--- src/rtl/othello_pkg.sv ---
// Shared Othello board/plotter definitions: cell codes, plotter select codes,
// board geometry and the draw-sequencer state encoding.
package othello_pkg;

  localparam logic [1:0] CELL_EMPTY = 2'b00;
  localparam logic [1:0] CELL_BLACK = 2'b01;
  localparam logic [1:0] CELL_WHITE = 2'b10;
  localparam logic [1:0] CELL_RSVD  = 2'b11;

  localparam logic [1:0] SEL_EMPTY  = 2'b00;
  localparam logic [1:0] SEL_CURSOR = 2'b01;
  localparam logic [1:0] SEL_BLACK  = 2'b10;
  localparam logic [1:0] SEL_WHITE  = 2'b11;

  localparam int BOARD_DIM = 8;
  localparam int CELL_PX   = 12;

  typedef enum logic [2:0] {
    ST_IDLE     = 3'd0,
    ST_LOAD     = 3'd1,
    ST_GAP      = 3'd2,
    ST_FIRE     = 3'd3,
    ST_OVL_LOAD = 3'd4,
    ST_DONE     = 3'd5
  } seq_state_e;

endpackage

--- src/rtl/cell_select_decode.sv ---
// Maps a 2-bit board cell code to the plotter select code.
// Shared with the game-logic debug view.
module cell_select_decode
  import othello_pkg::*;
(
  input  logic [1:0] cell_i,
  output logic [1:0] sel_o
);

  always_comb begin
    sel_o = SEL_EMPTY;
    case (cell_i)
      CELL_BLACK: sel_o = SEL_BLACK;
      CELL_WHITE: sel_o = SEL_WHITE;
      CELL_EMPTY,
      CELL_RSVD:  sel_o = SEL_EMPTY;
      default:    sel_o = SEL_EMPTY;
    endcase
  end

endmodule

--- src/rtl/board_draw_sequencer.sv ---
// Snapshots the board and cursor on a redraw request, then paces 64 cell passes
// plus one cursor-overlay pass into the cell plotter using a fixed cycle budget.
//
// state    | meaning
// IDLE     | waiting for start (or a pending request); captures snapshot
// LOAD     | latch x/y/select for cell idx
// GAP      | draw_en low so the plotter re-arms its edge detector
// FIRE     | draw_en high for one plotter sweep
// OVL_LOAD | latch cursor coordinates with the overlay select
// DONE     | one-cycle done pulse
module board_draw_sequencer
  import othello_pkg::*;
#(
  parameter logic [7:0] X_ORIGIN    = 8'd16,
  parameter logic [6:0] Y_ORIGIN    = 7'd12,
  parameter int         CELL_PITCH  = 12,
  parameter int         CELL_CYCLES = 150,
  parameter int         GAP_CYCLES  = 2
) (
  input  logic         clock,
  input  logic         resetn,
  input  logic         start,
  input  logic [127:0] board,
  input  logic [2:0]   cursor_row,
  input  logic [2:0]   cursor_col,
  output logic [7:0]   x_out,
  output logic [6:0]   y_out,
  output logic [1:0]   select,
  output logic         draw_en,
  output logic         busy,
  output logic         done
);

  localparam int X_LAST = int'(X_ORIGIN) + (BOARD_DIM - 1) * CELL_PITCH + CELL_PX - 1;
  localparam int Y_LAST = int'(Y_ORIGIN) + (BOARD_DIM - 1) * CELL_PITCH + CELL_PX - 1;

  if (CELL_CYCLES < 146 || CELL_CYCLES > 256 || GAP_CYCLES < 1 || GAP_CYCLES > 256 ||
      X_LAST > 159 || Y_LAST > 119) begin : g_bad_params
    $error("board_draw_sequencer: illegal timing or geometry parameters");
  end

  localparam logic [7:0] GAP_LOAD  = 8'(GAP_CYCLES - 1);
  localparam logic [7:0] FIRE_LOAD = 8'(CELL_CYCLES - 1);

  seq_state_e   state_q, state_d;
  logic [5:0]   idx_q, idx_d;
  logic [7:0]   timer_q, timer_d;
  logic [127:0] board_q, board_d;
  logic [2:0]   crow_q, crow_d, ccol_q, ccol_d;
  logic         pending_q, pending_d;
  logic         overlay_q, overlay_d;
  logic         busy_q, busy_d;
  logic [7:0]   x_q, x_d;
  logic [6:0]   y_q, y_d;
  logic [1:0]   sel_q, sel_d;

  logic [2:0]   pass_row, pass_col;
  logic [7:0]   row_px, col_px;
  logic [1:0]   cell_code, cell_sel;

  assign cell_code = board_q[{idx_q, 1'b0} +: 2];

  cell_select_decode u_decode (
    .cell_i (cell_code),
    .sel_o  (cell_sel)
  );

  assign pass_row = (state_q == ST_OVL_LOAD) ? crow_q : idx_q[5:3];
  assign pass_col = (state_q == ST_OVL_LOAD) ? ccol_q : idx_q[2:0];
  assign row_px   = {5'd0, pass_row} * 8'(CELL_PITCH);
  assign col_px   = {5'd0, pass_col} * 8'(CELL_PITCH);

  always_comb begin
    state_d   = state_q;
    idx_d     = idx_q;
    timer_d   = timer_q;
    board_d   = board_q;
    crow_d    = crow_q;
    ccol_d    = ccol_q;
    pending_d = pending_q;
    overlay_d = overlay_q;
    busy_d    = busy_q;
    x_d       = x_q;
    y_d       = y_q;
    sel_d     = sel_q;

    // Requests arriving mid-frame (including DONE) collapse into one pending frame.
    if (state_q != ST_IDLE && start) pending_d = 1'b1;

    case (state_q)
      ST_IDLE: begin
        if (start || pending_q) begin
          board_d   = board;
          crow_d    = cursor_row;
          ccol_d    = cursor_col;
          idx_d     = '0;
          overlay_d = 1'b0;
          pending_d = 1'b0;
          busy_d    = 1'b1;
          state_d   = ST_LOAD;
        end
      end
      ST_LOAD, ST_OVL_LOAD: begin
        x_d       = X_ORIGIN + col_px;
        y_d       = Y_ORIGIN + row_px[6:0];
        sel_d     = (state_q == ST_OVL_LOAD) ? SEL_CURSOR : cell_sel;
        overlay_d = (state_q == ST_OVL_LOAD);
        timer_d   = GAP_LOAD;
        state_d   = ST_GAP;
      end
      ST_GAP: begin
        if (timer_q == '0) begin
          timer_d = FIRE_LOAD;
          state_d = ST_FIRE;
        end else begin
          timer_d = timer_q - 8'd1;
        end
      end
      ST_FIRE: begin
        if (timer_q == '0) begin
          if (overlay_q) begin
            state_d = ST_DONE;
          end else if (idx_q == 6'd63) begin
            state_d = ST_OVL_LOAD;
          end else begin
            idx_d   = idx_q + 6'd1;
            state_d = ST_LOAD;
          end
        end else begin
          timer_d = timer_q - 8'd1;
        end
      end
      ST_DONE: begin
        busy_d  = 1'b0;
        state_d = ST_IDLE;
      end
      default: state_d = ST_IDLE;
    endcase
  end

  always_ff @(posedge clock or negedge resetn) begin
    if (!resetn) begin
      state_q   <= ST_IDLE;
      idx_q     <= '0;
      timer_q   <= '0;
      board_q   <= '0;
      crow_q    <= '0;
      ccol_q    <= '0;
      pending_q <= 1'b0;
      overlay_q <= 1'b0;
      busy_q    <= 1'b0;
      x_q       <= '0;
      y_q       <= '0;
      sel_q     <= '0;
    end else begin
      state_q   <= state_d;
      idx_q     <= idx_d;
      timer_q   <= timer_d;
      board_q   <= board_d;
      crow_q    <= crow_d;
      ccol_q    <= ccol_d;
      pending_q <= pending_d;
      overlay_q <= overlay_d;
      busy_q    <= busy_d;
      x_q       <= x_d;
      y_q       <= y_d;
      sel_q     <= sel_d;
    end
  end

  assign x_out   = x_q;
  assign y_out   = y_q;
  assign select  = sel_q;
  assign busy    = busy_q;
  assign draw_en = (state_q == ST_FIRE);
  assign done    = (state_q == ST_DONE);

endmodule
--- config.mk ---
export PLATFORM = sky130hd
export DESIGN_NAME = board_draw_sequencer
export DESIGN_NICKNAME = d
export VERILOG_FILES = /design/src/rtl/othello_pkg.sv /design/src/rtl/cell_select_decode.sv /design/src/rtl/board_draw_sequencer.sv
export SDC_FILE = /design/constraint.sdc
export NUM_CORES = 1
export LEC_CHECK = 0
export ABC_AREA = 1
export ABC_CLOCK_PERIOD_IN_PS = 2430
export CORE_ASPECT_RATIO = 0.9
export CORE_MARGIN = 4
export CORE_UTILIZATION = 47
export CTS_CLUSTER_DIAMETER = 40
export DETAILED_ROUTE_END_ITERATION = 8
export GPL_ROUTABILITY_DRIVEN = 0
export HOLD_SLACK_MARGIN = 0.08
export PLACE_DENSITY = 0.76
export SETUP_SLACK_MARGIN = 0.4
export SLEW_MARGIN = 5
export SYNTH_ARGS = -nofsm -noshare
export SYNTH_HDL_FRONTEND = slang
export SYNTH_SLANG_ARGS = --single-unit
--- constraint.sdc ---
create_clock -name clock -period 2.43 [get_ports clock]
set_clock_uncertainty 0.2 [all_clocks]
set_input_delay 0.6075 -clock clock [delete_from_list [all_inputs] [get_ports clock]]
set_output_delay 0.6075 -clock clock [all_outputs]
set_load 0.005 [all_outputs]
==> impl_metrics.json <==
{
  "run_status": "complete, no violations",
  "fmax_mhz": 415,
  "cts-root-buf": "clkbuf_16",
  "grt_pass1_wl_um": 39300,
  "grt_max_degree": 64,
  "syn_to_final_growth_pct": 40.6,
  "syn_area_sq_um": 8270,
  "synth_top_area_share": 0.505,
  "hold_viol_final": 0,
  "core-area_sq_um": 17100,
  "synth-main-ff-cell": "dfrtp_1",
  "min_from": "x_out[3]",
  "ff_latch_area_sq_um": 4190,
  "drt_iter0_drc": 786,
  "cts.sinks": 167,
  "grtUsageTotal": 0.250,
  "drc": 0,
  "critical_path.max_fanout": 7,
  "cts-buffers-inserted": 17,
  "power-per-cell-area_nw_per_um2": 504,
  "port-buffer-count": 152,
  "postRouteAntennaNets": 0,
  "num_antenna_cells": 0,
  "die_h_um": 134,
  "crit_path_end_kind": "output port",
  "ys_seq_area_frac": 0.505,
  "vias_per_cell": 5.20,
  "fill_cells": 1301,
  "grt_pass1_vias": 7938,
  "ios": 157,
  "final_max_slew_viol_count": 0,
  "fin_ws_ps": 23.1,
  "worstSkewPairLatency_ps": 440,
  "synthArstFlopShare": 1.00,
  "clk_pin_slew_ps": 70,
  "crit_family": "buffers and inverters",
  "dp_slack_ps": 147,
  "num_rows": 45,
  "syn_inst": 1097,
  "synth-seq-cells": 167,
  "worstPathRequired_ps": 1620,
  "synth_area_per_cell_sq_um": 7.54,
  "antenna_found_initial": 1,
  "synth_most_common_cell": "nand2_1",
  "crit_start": "state_q[1]",
  "cts_tree": "done",
  "rsz0062_at_grt": "yes",
  "leakagePower_nw": 5.81,
  "relSlewSlack": 0.621,
  "cp_data_arrival_time_ps": 1600,
  "wire_per_inst_um": 16.4,
  "finalSetupViolations": 0,
  "critical_path.cell_chain": "buf_12, buf_4, nand2_4, nor2_4, dlygate4sd2_1",
  "drive_above_1_share": 0.143,
  "multi_input_area_sq_um": 3930,
  "wl_um": 25100,
  "path_class": "reg2out",
  "yosysWarnings": 0,
  "hp-class": "reg2reg",
  "worst_pin_slew_ps": 569,
  "fin_crit_ps": 2410,
  "grt_overflow_total": 0,
  "nets": 1430,
  "slowest_delay_ps": 440,
  "cp_num_buf_inv": 3,
  "synth_edf_count": 0,
  "dr.pass1.iters": 5,
  "finalPower_mw": 5.86,
  "initial_core_util": 0.485,
  "synth_top_area_cell": "dfrtp_1",
  "cts_buffer_depth": 2,
  "finish.utilization": 0.682,
  "peakVddDrop_mv": 0.435,
  "finalInstanceArea_sq_um": 11600,
  "place_area_sq_um": 10200,
  "dp_hpwl_um": 16000,
  "min_period_over_period": 0.991,
  "die_w_um": 148,
  "htree_levels": 4,
  "r2r_start": "state_q[1]",
  "crit_path_top_delay_cell": "dfrtp_2",
  "cap_viol_max_count": 0,
  "yosysUniqueCellTypes": 37,
  "synth_area_leaders": "dfrtp_1, nand2_1, nand3_1",
  "synthTopCellsByCount": "nand2_1, dfrtp_1, nor2_1",
  "vias": 7945,
  "cp-start-kind": "flip-flop",
  "dieArea_sq_um": 19800
}
-- power by group --
group	leakage (nW)	switching, mW	internal [mW]
clock network	0.287	1.08	1.69
logic	3.46	0.0994	0.203
registers	2.06	0	2.78
-- path summary, 6_finish.rpt --
check | endpoint | slack [ps] | depth (start not counted)
min in group asynchronous | board_q[122] | 520 | 2
max in group asynchronous | board_q[38] | 890 | 3
min reg2reg | x_out[3] | 270 | 2
min | x_out[3] | 270 | 2
max reg2reg | y_out[5] | 100 | 15
max | draw_en | 20 | 5
-- tightest hold or removal path: cells and delay by family (launching register included) --
kind / cells / cell delay, ps
and+or+nand+nor: 2 / 100
DFF: 1 / 330
-- cells in the final DEF, fill, tap and decap left out, types with 4 or more instances in the layout --
cell,Yosys,final
o21ai_0,73,62
clkdlybuf4s50_1,0,135
inv_4,0,6
o21ai_1,10,19
dfrtp_2,0,5
nand2_2,8,9
buf_16,0,4
nor2_4,1,10
nor2_2,1,8
ha_4,0,6
buf_6,1,5
buf_4,5,41
o211ai_1,7,7
dlygate4sd2_1,0,15
nand3_1,76,67
clkbuf_16,0,19
inv_1,65,59
clkbuf_1,15,4
a21oi_2,0,5
nor2_1,86,70
xor2_1,5,5
inv_2,6,5
dfrtp_1,167,162
nand3_2,2,10
conb_1,1,4
buf_12,0,15
nand2_1,480,471
nand2_4,4,10
ha_1,10,4
a21oi_1,13,7
-- stage by stage --
stage / setup TNS (ps) / hold WS, ps / instances
after global routing: -2.15 / 286 / 1528
after detailed placement: 0 / 260 / 1457
final: 0 / 269 / 1528
after floorplan: 0 / 112 / 1100
after CTS: 0 / 274 / 1513
after global placement: 0 / 257 / 1457
-- timing repair --
action / in CTS / in global routing
hold buffers: 1 / 0
buffers inserted: 19 / 13
gates resized for setup: 87 / 39
endpoints found under the hold margin: 50 / 0
pin swaps: 37 / 29
setup endpoints to repair: 28 / 27
gates cloned: 5 / 2
-- registers in the layout (all words and copies together) (netlist names) --
register / flops
y_out: 5
idx_q: 6
state_q: 3
overlay_q: 1
busy: 1
crow_q: 3
x_out: 6
timer_q: 8
pending_q: 1
ccol_q: 3
select: 2
board_q: 128
-- metal layers --
metal	global-route usage	part of all wire	vias to the layer above
met3	0.0568	0.087	60
met4	0.108	0.029	2
met2	0.393	0.47	369
li1	-	-	3794
met1	0.336	0.41	3720
met5	0	0.00032	-
-- cell type report --
| class | instances | share of cell area |
|---|---|---|
| clock buffer | 24 | 0.0414 |
| clock inverter | 7 | 0.0102 |
| inverter | 72 | 0.0248 |
| multi-input combinational | 803 | 0.338 |
| sequential | 167 | 0.360 |
| tap | 235 | 0.0253 |
| timing repair buffer | 220 | 0.201 |
-- cells by family after synthesis --
group                    count (synthesis)  synth area share
buffers and inverters                  131            0.0683
adder cells (fa/ha/maj)                 12            0.0200
other                                    1          0.000453
AO/OA/AOI/OAI                          112            0.0736
XOR/XNOR                                 6           0.00635
AND/OR/NAND/NOR                        668             0.326
flip-flops                             167             0.505
No activity file was read; power rests on OpenSTA's default activity.
